--- src/rtl/link_sync_pkg.sv ---
// link_sync shared types: FSM state and word-class encodings.
// Imported by the lane synchroniser and its helpers.
package link_sync_pkg;

  typedef enum logic [1:0] {
    HUNT  = 2'd0,
    ACQ   = 2'd1,
    SYNC  = 2'd2,
    CHECK = 2'd3
  } state_t;

  typedef enum logic [1:0] {
    W_BAD   = 2'd0,
    W_COMMA = 2'd1,
    W_DATA  = 2'd2
  } wclass_t;

endpackage

--- src/rtl/link_sync_sat_counter.sv ---
// Saturating up-counter with synchronous clear.
// Clear and increment together load 1.
module sat_counter #(
  parameter int WIDTH = 16
) (
  input  logic             clk_i,
  input  logic             rstn_i,
  input  logic             inc,
  input  logic             clr,
  output logic [WIDTH-1:0] cnt
);

  localparam logic [WIDTH-1:0] MAX = '1;

  always_ff @(posedge clk_i or negedge rstn_i) begin
    if (!rstn_i) begin
      cnt <= '0;
    end else if (clr) begin
      cnt <= inc ? WIDTH'(1) : '0;
    end else if (inc && cnt != MAX) begin
      cnt <= cnt + WIDTH'(1);
    end
  end

endmodule

--- src/rtl/link_sync.sv ---
// Lane sync stage: hysteresis FSM over comma words,
// payload forwarding and saturating error count.
module link_sync
  import link_sync_pkg::*;
#(
  parameter int BYTES   = 4,
  parameter int ACQUIRE = 4,
  parameter int LOSE    = 4,
  parameter int RECOVER = 2,
  parameter int ERRW    = 16
) (
  input  logic               clk_i,
  input  logic               rstn_i,
  input  logic [BYTES-1:0]   pattern_i,
  input  logic [BYTES-1:0]   comma_i,
  input  logic [BYTES*8-1:0] data_i,
  input  logic [BYTES-1:0]   err_i,
  input  logic               clear_i,
  output logic [BYTES*8-1:0] data_o,
  output logic               valid_o,
  output logic               synced_o,
  output logic [ERRW-1:0]    err_cnt_o
);

  localparam int AW = $clog2(ACQUIRE) + 1;
  localparam int LW = $clog2(LOSE) + 1;
  localparam int RW = $clog2(RECOVER) + 1;

  localparam logic [AW-1:0] ACQ_T = AW'(ACQUIRE);
  localparam logic [LW-1:0] LOSE_T = LW'(LOSE);
  localparam logic [RW-1:0] REC_T = RW'(RECOVER);

  state_t        state;
  wclass_t       wc;
  logic [AW-1:0] acq_cnt, acq_inc;
  logic [LW-1:0] bad_cnt, bad_inc;
  logic [RW-1:0] good_cnt, good_inc;
  logic          in_sync;

  always_comb begin
    wc = W_DATA;
    if (err_i != '0 || (comma_i != '0 && comma_i != pattern_i))
      wc = W_BAD;
    else if (comma_i == pattern_i)
      wc = W_COMMA;
  end

  assign in_sync  = (state == SYNC) || (state == CHECK);
  assign acq_inc  = acq_cnt + AW'(1);
  assign bad_inc  = bad_cnt + LW'(1);
  assign good_inc = good_cnt + RW'(1);

  always_ff @(posedge clk_i or negedge rstn_i) begin
    if (!rstn_i) begin
      state    <= HUNT;
      acq_cnt  <= '0;
      bad_cnt  <= '0;
      good_cnt <= '0;
      synced_o <= 1'b0;
      valid_o  <= 1'b0;
      data_o   <= '0;
    end else begin
      data_o  <= data_i;
      // DATA never leaves SYNC/CHECK, so current state decides
      valid_o <= (wc == W_DATA) && in_sync;
      unique case (state)
        HUNT: begin
          if (wc == W_COMMA) begin
            if (ACQUIRE == 1) begin
              state    <= SYNC;
              synced_o <= 1'b1;
            end else begin
              state   <= ACQ;
              acq_cnt <= AW'(1);
            end
          end
        end
        ACQ: begin
          if (wc == W_COMMA) begin
            if (acq_inc == ACQ_T) begin
              state    <= SYNC;
              synced_o <= 1'b1;
              acq_cnt  <= '0;
            end else begin
              acq_cnt <= acq_inc;
            end
          end else if (wc == W_BAD) begin
            state   <= HUNT;
            acq_cnt <= '0;
          end
        end
        SYNC: begin
          if (wc == W_BAD) begin
            if (LOSE == 1) begin
              state    <= HUNT;
              synced_o <= 1'b0;
            end else begin
              state    <= CHECK;
              bad_cnt  <= LW'(1);
              good_cnt <= '0;
            end
          end
        end
        CHECK: begin
          if (wc == W_BAD) begin
            good_cnt <= '0;
            if (bad_inc == LOSE_T) begin
              state    <= HUNT;
              synced_o <= 1'b0;
              bad_cnt  <= '0;
            end else begin
              bad_cnt <= bad_inc;
            end
          end else if (good_inc == REC_T) begin
            state    <= SYNC;
            bad_cnt  <= '0;
            good_cnt <= '0;
          end else begin
            good_cnt <= good_inc;
          end
        end
      endcase
    end
  end

  sat_counter #(.WIDTH(ERRW)) u_err_cnt (
    .clk_i  (clk_i),
    .rstn_i (rstn_i),
    .inc    ((wc == W_BAD) && in_sync),
    .clr    (clear_i),
    .cnt    (err_cnt_o)
  );

endmodule
--- config.mk ---
export PLATFORM = sky130hd
export DESIGN_NAME = link_sync
export DESIGN_NICKNAME = d
export VERILOG_FILES = /design/src/rtl/link_sync_pkg.sv /design/src/rtl/link_sync_sat_counter.sv /design/src/rtl/link_sync.sv
export SDC_FILE = /design/constraint.sdc
export NUM_CORES = 1
export LEC_CHECK = 0
export ABC_AREA = 1
export CORE_ASPECT_RATIO = 0.6
export CORE_MARGIN = 2
export CORE_UTILIZATION = 48
export DETAILED_ROUTE_END_ITERATION = 16
export PLACE_DENSITY_LB_ADDON = 0.1
export SLEW_MARGIN = 25
export SYNTH_ARGS = -nofsm -noshare
export SYNTH_HDL_FRONTEND = slang
export SYNTH_HIERARCHICAL = 1
export SYNTH_SLANG_ARGS = --single-unit
export TNS_END_PERCENT = 1
--- constraint.sdc ---
create_clock -name clk_i -period 3.36 [get_ports clk_i]
set_input_delay 0.672 -clock clk_i [delete_from_list [all_inputs] [get_ports clk_i]]
set_output_delay 0.672 -clock clk_i [all_outputs]
set_load 0.01 [all_outputs]
# ---- Word level (Yosys, flattened, before mapping)
# Index checks and enable logic that the tools add are counted.
dict set report word_totals {
  register_bits 60
  input_bits 47
  output_inout_bits 50
  word_cells 84
}
dict set report op_classes {
  n_addsub 4
  eq_ne 21
  n_mux 32
  reduce_logical 19
}
# operator n
set ops {}
lappend ops {{$mux W16} 2}
lappend ops {{$mux W2} 12}
lappend ops {{$mux W3} 8}
lappend ops {{$add A16 B1 Y16 const B} 1}
lappend ops {{$ne A16 B16 Y1 const B} 1}
lappend ops {{$pmux W3 S2} 2}
lappend ops {{$eq A2 B2 Y1 const B} 4}
lappend ops {{$pmux W2 S4} 1}
lappend ops {{$reduce_bool A2 Y1} 4}
lappend ops {{$reduce_bool A4 Y1} 2}
lappend ops {{$add A3 B1 Y3 const B} 2}
lappend ops {{$eq A3 B3 Y1 const B} 2}
lappend ops {{$ne A2 B1 Y1 const B} 3}
lappend ops {{$ne A2 B2 Y1 const B} 3}
lappend ops {{$ne A3 B3 Y1 const B} 2}
lappend ops {{$reduce_and A3 Y1} 2}
lappend ops {{$reduce_and A6 Y1} 1}
lappend ops {{$mux W1} 5}
lappend ops {{$reduce_and A5 Y1} 1}
lappend ops {{$eq A2 B1 Y1 const B} 2}
lappend ops {{$eq A4 B4 Y1} 1}
lappend ops {{$logic_and A1 B1 Y1} 4}
lappend ops {{$logic_not A2 Y1} 2}
lappend ops {{$ne A4 B4 Y1} 1}
lappend ops {{7 further kinds} 8}

# ---- Longest topological paths before layout
# Gate-level depths: netlist (run 1).
dict set report logic_depth {
  depth_word 9
  mapped_depth 15
  ltp_nobuf 15
}

# ---- Hierarchy
# Netlist (run 1), hierarchy kept.
# mod n_inst cells_per_inst area_each_um2 seq_area_each_um2
set modules_own_cells {}
lappend modules_own_cells {link_sync 1 160 1656.6 1101.1}
lappend modules_own_cells {sat_counter 1 149 1021.0 400.4}

# ---- Worst setup path after synthesis (run 1)
# Ideal clock, no wire load.
dict set report synth_path {
  kind {in2reg}
  startpoint {input pattern_i[2]}
  endpoint {register u_err_cnt.cnt[0]}
  arrival_ns 1.940
  setup_slack_ns 1.301
  path_stages 14
  path_cell_list {inv_1 -> nand2_1 -> nand2_1 -> nor2_4 -> nand2_1 -> nand2_2 -> nand2_2 -> nor2_2 -> clkinv_1 -> o21ai_2 -> inv_2 -> buf_6 -> nand2_1 -> nand2_1}
}
dict set report synth_between {
  elab_chain_cells 8
  word_cells_on_any_way 12
  cone_classes {eq/ne: 2; mux: 4; reduce/logical: 6}
}
# item line_no
set synth_lines {}
lappend synth_lines {{start: declaration} link_sync.sv:14} ;# input logic [BYTES-1:0] pattern_i,
lappend synth_lines {{$ne A4 B4 Y1} link_sync.sv:42} ;# if (err_i != '0 || (comma_i != '0 && comma_i != pattern_i))
lappend synth_lines {{$logic_and A1 B1 Y1} link_sync.sv:42}
lappend synth_lines {{$logic_or A1 B1 Y1} link_sync.sv:42}
lappend synth_lines {{$mux W2 (*)} link_sync.sv:42}
lappend synth_lines {{$logic_not A2 Y1 (*)} link_sync.sv:129} ;# .inc ((wc == W_BAD) && in_sync),
lappend synth_lines {{$logic_and A1 B1 Y1 (*)} link_sync.sv:129}
lappend synth_lines {{$mux W1 or $logic_and A1 B1 Y1 (tied branches)} {link_sync_sat_counter.sv:19, link_sync_sat_counter.sv:20}}
lappend synth_lines {{$mux W16 or $reduce_bool A2 Y1 (tied branches)} -}
lappend synth_lines {{end signal: assignment} link_sync_sat_counter.sv:19} ;# cnt <= inc ? WIDTH'(1) : '0;
lappend synth_lines {{end signal: assignment} link_sync_sat_counter.sv:21} ;# cnt <= cnt + WIDTH'(1);
lappend synth_lines {{end: declaration} link_sync_sat_counter.sv:10} ;# output logic [WIDTH-1:0] cnt
# Every way passes the cells marked *; elsewhere a longest branch is shown, timed or not.
# A chain may end at the register's enable or synchronous reset.

# ---- Worst setup path in the final report (run 1)
dict set report layout_path {
  startpoint {input comma_i[1]}
  endpoint {register u_err_cnt.cnt[1]}
}
dict set report layout_between {
  elab_chain_cells 8
  word_cells_on_any_way 11
  cone_classes {eq/ne: 2; mux: 2; reduce/logical: 7}
}
# item line_no
set layout_lines {}
lappend layout_lines {{start: declaration} link_sync.sv:15} ;# input logic [BYTES-1:0] comma_i,
lappend layout_lines {{$ne A4 B4 Y1 or $reduce_bool A4 Y1 (tied branches)} link_sync.sv:42}
lappend layout_lines {{$logic_and A1 B1 Y1} link_sync.sv:42}
lappend layout_lines {{$logic_or A1 B1 Y1} link_sync.sv:42}
lappend layout_lines {{$mux W2 (*)} link_sync.sv:42}
lappend layout_lines {{$logic_not A2 Y1 (*)} link_sync.sv:129}
lappend layout_lines {{$logic_and A1 B1 Y1 (*)} link_sync.sv:129}
lappend layout_lines {{$logic_and A1 B1 Y1 (*)} link_sync_sat_counter.sv:20} ;# end else if (inc && cnt != MAX) begin
lappend layout_lines {{$reduce_bool A2 Y1 (no source line) (*)} -}
# Marks and branches as above.

==> impl_metrics.ini, run 1 <==
[run_status]
status = finished clean

[synthesis]
avgSynthCellArea_um2 = 8.67
synth.distinct_cells = 27
synthesis.nets = 361
synthCells = 309
ys.warnings.count = 6
ys_ff_latch = 60
seq_area_frac_synth_pct = 56.1
syn-cell-area_um2 = 2680

[placed_design]
place.gp.congestion = 0.856
placed_area_um2 = 3720
numPortBuffers = 96
hpwlAfterDp_um = 4780

[critical_path]
cp-end-kind = flip-flop
worstSetupPathType = in -> reg
rr_worst_depth = 9
cp.arrival_ns = 2.77
r2r_end = u_err_cnt/cnt[1]
critPathLaunchType = input port
cp.required_ns = 3.63
worstPathMaxFanout = 7
r2r-start = u_err_cnt/cnt[0]
r2r_slack_ns = 1.57

[die]
die_area_um2 = 6210
num_io_pins = 97
die_w_um = 100
row_count = 21
coreArea_um2 = 5470
die_height_um = 61.9
initial_core_util_pct = 49.0

[global_routing]
first_global_vias = 2141
overflow = 0
track_usage_pct = 21.7
grt_max_degree = 61
antenna_found_initial = 0
grt_pass1_wl_um = 10200

[layout]
nets = 468
syn_to_final_growth_pct = 45.6
final_area_um2 = 3900
final_common_cell = nand2_1
diodes = 0
nFillCells = 417
drive_gt1_share_pct = 9.03
final_cell_mix = nand2_1, clkdlybuf4s50_1, dfrtp_1, inv_1, nor2_1

[routing]
via_count = 2350
post_drt_wl_per_cell_um = 12.7
vias_per_cell = 4.80
routed_wl_um = 6210
antenna_left = 0
drt_iter0_markers = 172
drcViolationCount = 0
firstDrtPassIters = 4

[worst_hold_path]
holdCritPathClass = in -> async

[clock_network]
cts.sinks = 60
clockBufferDepth = 2
cts_buffers = 9
cts_tree = done
clkTransAtPathRegs_ns = 0.07
cts_setup_buffers = 0
cts_hold_buffers = 0
cts_resized = 0
root_buffer = clkbuf_8
clkLatencyLatePin_ns = 0.33
htree_levels = 3

[timing]
maxSlewViolCount = 0
hold_violations = 0
period_needed_ns = 2.51
timing.fmax_ghz = 0.399
setup_viol = 0
rsz0062_at_grt = no
clock_skew_ns = 0.00712
slew-limit-headroom_pct = 51.2
fin_tns_setup_ns = 0
finalCritPeriodShare_pct = 74.6
worst_slew_pin_slew_ns = 0.732

[power_and_ir_drop]
ir_worst_vdd_mv = 0.308
powerDensity_nw_per_um2 = 427
leakagePower_nw = 1.82

[job]
drv_cap = 0
## routing by layer
layer | global-route usage (%) | vias to the layer above | wire length [um]
met3 | 12.2 | 2 | 783
met2 | 30.8 | 104 | 2540
met5 | 0 | - | 0
li1 | - | 1190 | -
met1 | 29.3 | 1054 | 2860
met4 | 4.89 | 0 | 25
## power by group
group	internal, mW	total, mW	switching [mW]
Clock	0.274	0.571	0.297
Sequential	0.769	0.805	0.0357
Combinational	0.141	0.288	0.148
## logic make-up (layout without fill, tap and decap cells)
group	count (synthesis)	in the layout	synth area share (%)
adder cells (fa/ha/maj)	5	5	2.34
flip-flops	60	60	56.1
XOR/XNOR	6	6	1.96
AND/OR/NAND/NOR	178	178	29.3
AO/OA/AOI/OAI	22	22	4.72
buffers and inverters	38	150	5.65
## cell usage after synthesis
library cell	count	area (um^2)
nand3_1	26	130
nand4_1	8	50.1
xnor2_1	4	35.0
a21boi_1	1	7.51
dfrtp_1	60	1500
o21bai_1	3	22.5
a21oi_1	5	25.0
nand2_1	97	364
o21ai_0	10	50.1
nor3_1	1	5.00
inv_2	4	15.0
clkinv_1	1	3.75
a21boi_0	1	7.51
buf_2	1	5.00
nor2_1	30	113
buf_1	1	3.75
inv_1	30	113
o21ai_1	1	5.00
ha_1	5	62.6
nand3_2	1	10.0
nand3b_1	2	15.0
nor2_2	5	31.3
xor2_1	2	17.5
nand2_2	5	31.3
buf_6	1	11.3
o21ai_2	1	8.76
nor2_4	3	33.8
## critical path: stages
cell and delay, ns:
clkdlybuf4s50_1 0.51, inv_2 0.06, nand2_1 0.05, nand2_1 0.06
nor2_2 0.14, nand2_1 0.13, nand2_2 0.09, nand2_2 0.09
nor2_2 0.11, clkinv_1 0.12, nor2_1 0.34, buf_4 0.23
nand3_1 0.08, nand2_1 0.09
## worst max-delay path by stage
stage            startpoint                 to  cells past startpoint
3_3_place_gp     comma_i[2]   u_err_cnt/cnt[6]                     14
2_1_floorplan  pattern_i[2]   u_err_cnt/cnt[0]                     14
4_1_cts          comma_i[1]  u_err_cnt/cnt[11]                     14
6_report         comma_i[1]   u_err_cnt/cnt[1]                     14
5_1_grt        pattern_i[0]   u_err_cnt/cnt[5]                     14
3_5_place_dp     comma_i[1]  u_err_cnt/cnt[11]                     14
## per-stage QoR
step                      hold WS [ns]  total power [mW]  std cells  utilization [%]  setup WS (ns)
after global routing             0.525              1.77        490             71.3          0.645
final                            0.483              1.66        490             71.3          0.854
after CTS                        0.503              1.69        490             71.3          0.877
after floorplan                  0.376             0.955        309                -           1.30
after detailed placement         0.495              1.11        474             68.1          0.530
after global placement           0.486              1.10        474             68.1          0.614
## flip-flops by register name (all words and copies together) (netlist names)
| name | cells |
|---|---|
| acq_cnt | 3 |
| bad_cnt | 3 |
| data_o | 32 |
| good_cnt | 2 |
| state | 2 |
| synced_o | 1 |
| u_err_cnt/cnt | 16 |
| valid_o | 1 |
## layout make-up
class | instances | area (um^2) | share of cell area (%)
clock buffer | 10 | 128 | 3.27
clock inverter | 6 | 48.8 | 1.25
inverter | 35 | 131 | 3.37
multi-input combinational | 211 | 1020 | 26.3
sequential | 60 | 1500 | 38.5
tap | 69 | 86.3 | 2.21
timing repair buffer | 99 | 978 | 25.1
(Power assumes the default switching activity.)
==> run 2, diff against run 1 <==
--- a/config.mk
+++ b/config.mk
@@ -8,7 +8,7 @@
 export ABC_AREA = 1
 export CORE_ASPECT_RATIO = 0.6
 export CORE_MARGIN = 2
-export CORE_UTILIZATION = 48
+export CORE_UTILIZATION = 44
 export DETAILED_ROUTE_END_ITERATION = 16
 export PLACE_DENSITY_LB_ADDON = 0.1
 export SLEW_MARGIN = 25
==> constraint.sdc (replaced) <==
create_clock -name clk_i -period 2.5 [get_ports clk_i]
set_input_delay 0.5 -clock clk_i [delete_from_list [all_inputs] [get_ports clk_i]]
set_output_delay 0.5 -clock clk_i [all_outputs]
set_load 0.01 [all_outputs]
==> impl_metrics.ini, run 2 (same netlist as run 1, synthesis figures left out) <==
[routing]
post_drt_wl_per_cell_um = 12.8
drt_iter0_markers = 115
drcViolationCount = 0
firstDrtPassIters = 4
routed_wl_um = 6490
antenna_left = 0
vias_per_cell = 4.79
via_count = 2426

[global_routing]
track_usage_pct = 21.7
overflow = 0
first_global_vias = 2362
antenna_found_initial = 0
grt_pass1_wl_um = 11100
grt_max_degree = 61

[layout]
syn_to_final_growth_pct = 47.9
final_cell_mix = nand2_1, clkdlybuf4s50_1, dfrtp_1, inv_1, nor2_1
largestRegisters = data_o: 32 flops, u_err_cnt/cnt: 16 flops
nets = 473
nFillCells = 471
regMostFlops = data_o
largest_register_ffs = 32
drive_gt1_share_pct = 10.3
final_common_cell = nand2_1
diodes = 0

[critical_path]
rr_worst_depth = 9
worstPathMaxFanout = 6
cp.required_ns = 2.73
worstSetupPathType = in -> reg
cp.arrival_ns = 2.43
cp-end-kind = flip-flop
critPathLaunchType = input port

[clock_network]
cts_tree = done
clkLatencyLatePin_ns = 0.34
root_buffer = clkbuf_8
cts_hold_buffers = 0
cts.sinks = 60
clockBufferDepth = 2
cts_setup_buffers = 0
cts_resized = 0
cts_buffers = 9
htree_levels = 3
clkTransAtPathRegs_ns = 0.07

[die]
num_io_pins = 97
row_count = 21
die_area_um2 = 6750
initial_core_util_pct = 46.7
die_w_um = 105
coreArea_um2 = 5730
die_height_um = 64.4

[timing]
clock_skew_ns = 0.00559
rsz0062_at_grt = no
fin_tns_setup_ns = 0
maxSlewViolCount = 0
slew-limit-headroom_pct = 51.2
timing.fmax_ghz = 0.454
holdWs_ns = 0.299
finalCritPeriodShare_pct = 88.0
hold_violations = 0
period_needed_ns = 2.20
setup_viol = 0
layout_setup_ws_ns = 0.299
worst_slew_pin_slew_ns = 0.731

[placed_design]
numPortBuffers = 96
dp_slack_ns = -0.0503
place.gp.congestion = 0.836
hpwlAfterDp_um = 4960

[power_and_ir_drop]
ir_worst_vdd_mv = 0.417
powerDensity_nw_per_um2 = 574
leakagePower_nw = 1.85

[run_status]
status = finished clean

[job]
drv_cap = 0

[worst_hold_path]
holdCritPathClass = in -> async
run 2: critical path, stage by stage:
cell and delay [ns]:
clkdlybuf4s50_1 0.51, inv_2 0.06, nand2_1 0.05, nand2_1 0.06, nor2_2 0.13, nand2_1 0.09, nand2_2 0.08, nand2_2 0.09
nor2_2 0.17, clkinv_1 0.15, nor2_1 0.12, nand3b_1 0.08, nor2_1 0.14, nand3_1 0.09, nand2_1 0.07, nor2_1 0.05
run 2: layer usage:
metal  track usage (%)  up-vias  part of all wire, %
li1                  -     1198                    -
met1              28.7     1123                   45
met2              30.8       99                   41
met3              11.3        6                   12
met4              7.50        0                  1.1
met5                 0        -                    0
run 2: area by class of cell:
type | instances | area (um^2) | area share, %
Timing Repair Buffer | 104 | 1020 | 25.7
Clock inverter | 6 | 48.8 | 1.23
Inverter | 35 | 131 | 3.32
Sequential cell | 60 | 1500 | 37.9
Multi-Input combinational cell | 211 | 1020 | 25.9
Clock buffer | 10 | 138 | 3.48
Tap cell | 80 | 100 | 2.53
run 2: through the flow:
step / std cells / util [%] / power (mW) / instance area (um^2)
finish: 506 / 69.1 / 2.27 / 3960
global route: 506 / 69.1 / 2.42 / 3960
CTS: 506 / 69.1 / 2.30 / 3960
detailed placement: 490 / 65.9 / 1.49 / 3770
global placement: 490 / 65.9 / 1.48 / 3770
floorplan: 309 / - / 1.28 / 2680
run 2: where the power goes:
| group | internal, mW | leakage [nW] | switching [mW] | total [mW] |
|---|---|---|---|---|
| registers | 1.03 | 0.754 | 0.0455 | 1.08 |
| logic | 0.194 | 1.01 | 0.195 | 0.389 |
| clock network | 0.392 | 0.0851 | 0.413 | 0.806 |
| total | 1.62 | 1.85 | 0.654 | 2.27 |
run 2: final timing paths:
| kind | from | end | slack, ns |
|---|---|---|---|
| min in group clk_i | bad_cnt[2] | bad_cnt[2] | 0.51 |
| setup reg to reg | u_err_cnt/cnt[1] | u_err_cnt/cnt[0] | 0.81 |
| hold reg to reg | bad_cnt[2] | bad_cnt[2] | 0.51 |
| hold / removal | rstn_i | data_o[3] | 0.30 |
| setup / recovery | comma_i[1] | u_err_cnt/cnt[13] | 0.30 |
| max in group asynchronous | rstn_i | u_err_cnt/cnt[7] | 1.72 |
==> RTL change: new RTL, settings of run 2 <==
The output `data_o` loses its register stage (`data_o` becomes a continuous assignment).
--- a/src/rtl/link_sync.sv
+++ b/src/rtl/link_sync.sv
@@ -59,7 +59,5 @@
       synced_o <= 1'b0;
       valid_o  <= 1'b0;
-      data_o   <= '0;
     end else begin
-      data_o  <= data_i;
       // DATA never leaves SYNC/CHECK, so current state decides
       valid_o <= (wc == W_DATA) && in_sync;
@@ -124,4 +122,6 @@
   end
 
+  assign data_o = data_i;
+
   sat_counter #(.WIDTH(ERRW)) u_err_cnt (
     .clk_i  (clk_i),
Check against the original RTL: not equivalent (a bounded check fails within 4 cycles, from zero or initial values and one cycle with rstn_i low).
==> RTL change against run 2 <==
Cell area down 41%. Via count down 27%. Power down 55%. Synthesized area down 21%. Worst setup slack worse by 29 ps. Routed wire length down 28%. Global-route usage down 3.3 points. Sequential cell count down 32. Largest power group unchanged. Highest routed layer unchanged.
==> RTL change: results (changes against run 2) <==
Synth
  – Avg Inst Size Synth: 6.99 sq um (-19%)
  – Synth Area in Adders: 2.97% (+0.64 points)
  – Syn nets: 353 (-2.2%)
  – Yosys cell types: 30 (+11%)
  – Synth Area in Compound Gates: 7.61% (+2.9 points)

Power
  – Leakage: 0.00111 uW (-40%)
  – Pwr/cell area: 437 nW/um^2 (-24%)
  – Switch share: 31.4% (+2.6 points)
  – Comb group: 251 uW (-35%)

Worst setup path
  – Critical path fanouts, max: 4 (-2)
  – Critical Path AT: 2400 ps (-30 ps)
  – Setup Crit Path Kind: input pin to register
  – R2r endpoint: u_err_cnt/cnt[13]$_DFFE_PN0P_
  – Critical R2R Launch: state[1]$_DFFE_PN0P_
  – Crit path from: comma_i[3]

Finish
  – Fin nets: 362 (-23%)
  – Non-Clock Buffer Area Fraction: 16.2% (-9.4 points)
  – Non-clk bufs: 40 (-62%)
  – Largest registers: u_err_cnt/cnt (16), acq_cnt (3), bad_cnt (3)
  – Share of cells above drive strength 1: 9.74% (-0.59 points)
  – Final clock-cell share: 1.76% (-2.9 points)
  – Inverter count: 36 (+2.9%)
  – Multi-input combinational area share: 43.0% (+17 points)
  – Fill count: 465 (-1.3%)
  – Number of multi-input combinational cells: 201 (-4.7%)

CTS
  – Num CTS Buffers: 3 (-6)
  – Clock Latency Late Sink: 270 ps (-70 ps)
  – Htree depth: 1 (-2)
  – Worst-path clk slew: 90 ps (+20 ps)

Place
  – Detailed Place HPWL: 3660 um (-26%)
  – Pre-CTS setup slack: -62.1 ps (-11.8 ps)
  – Number of port buffers: 32 (-67%)

Timing
  – Tcrit/Tclk final: 89.2% (+1.2 points)
  – Clk_skew: 6.79 ps (+1.20 ps)
  – Slew headroom: 74.0% (+23 points)

Global route
  – Vias in the first global route: 1631 (-31%)
  – Largest net degree at the start of global routing: 29 (-52%)

Detailed routing
  – Vias: 1783 (-27%)
  – WL final: 4660 um (-28%)

Run status
  – Result of the run: finished, final reports clean

Hold path
  – Min-Delay Path Class: register to register
## RTL change: cell count changes after synthesis, moves of 2 or more
| cell | delta |
|---|---|
| buf_4 | +32 |
| dfrtp_1 | -32 |
| nand2_1 | -11 |
| nand3_1 | -4 |
| inv_1 | +3 |
| o21ai_1 | +3 |
| inv_2 | -2 |
| nand2_2 | +2 |
| nor2_2 | -2 |
## RTL change: metrics by stage
stage                     hold slack (ps)  instances  power [uW]
after detailed placement              495        368         787
after floorplan                       204        301         751
final                                 507        371        1020
after global routing                  553        371        1090
after CTS                             513        371        1030
after global placement                493        368         783
## RTL change: worst reg2reg max path, delay by kind of cell (launching register included)
family | cells | cell delay (ps)
AND/OR/NAND/NOR | 7 | 740
flip-flops | 1 | 530
buffers and inverters | 2 | 330
## RTL change: metal layers
metal | global-route usage, % | share of wire, % | vias to the layer above
li1 | - | - | 924
met1 | 30.5 | 58 | 801
met2 | 23.8 | 34 | 38
met3 | 3.96 | 5.6 | 20
met4 | 4.20 | 1.9 | 0
met5 | 0 | 0 | -
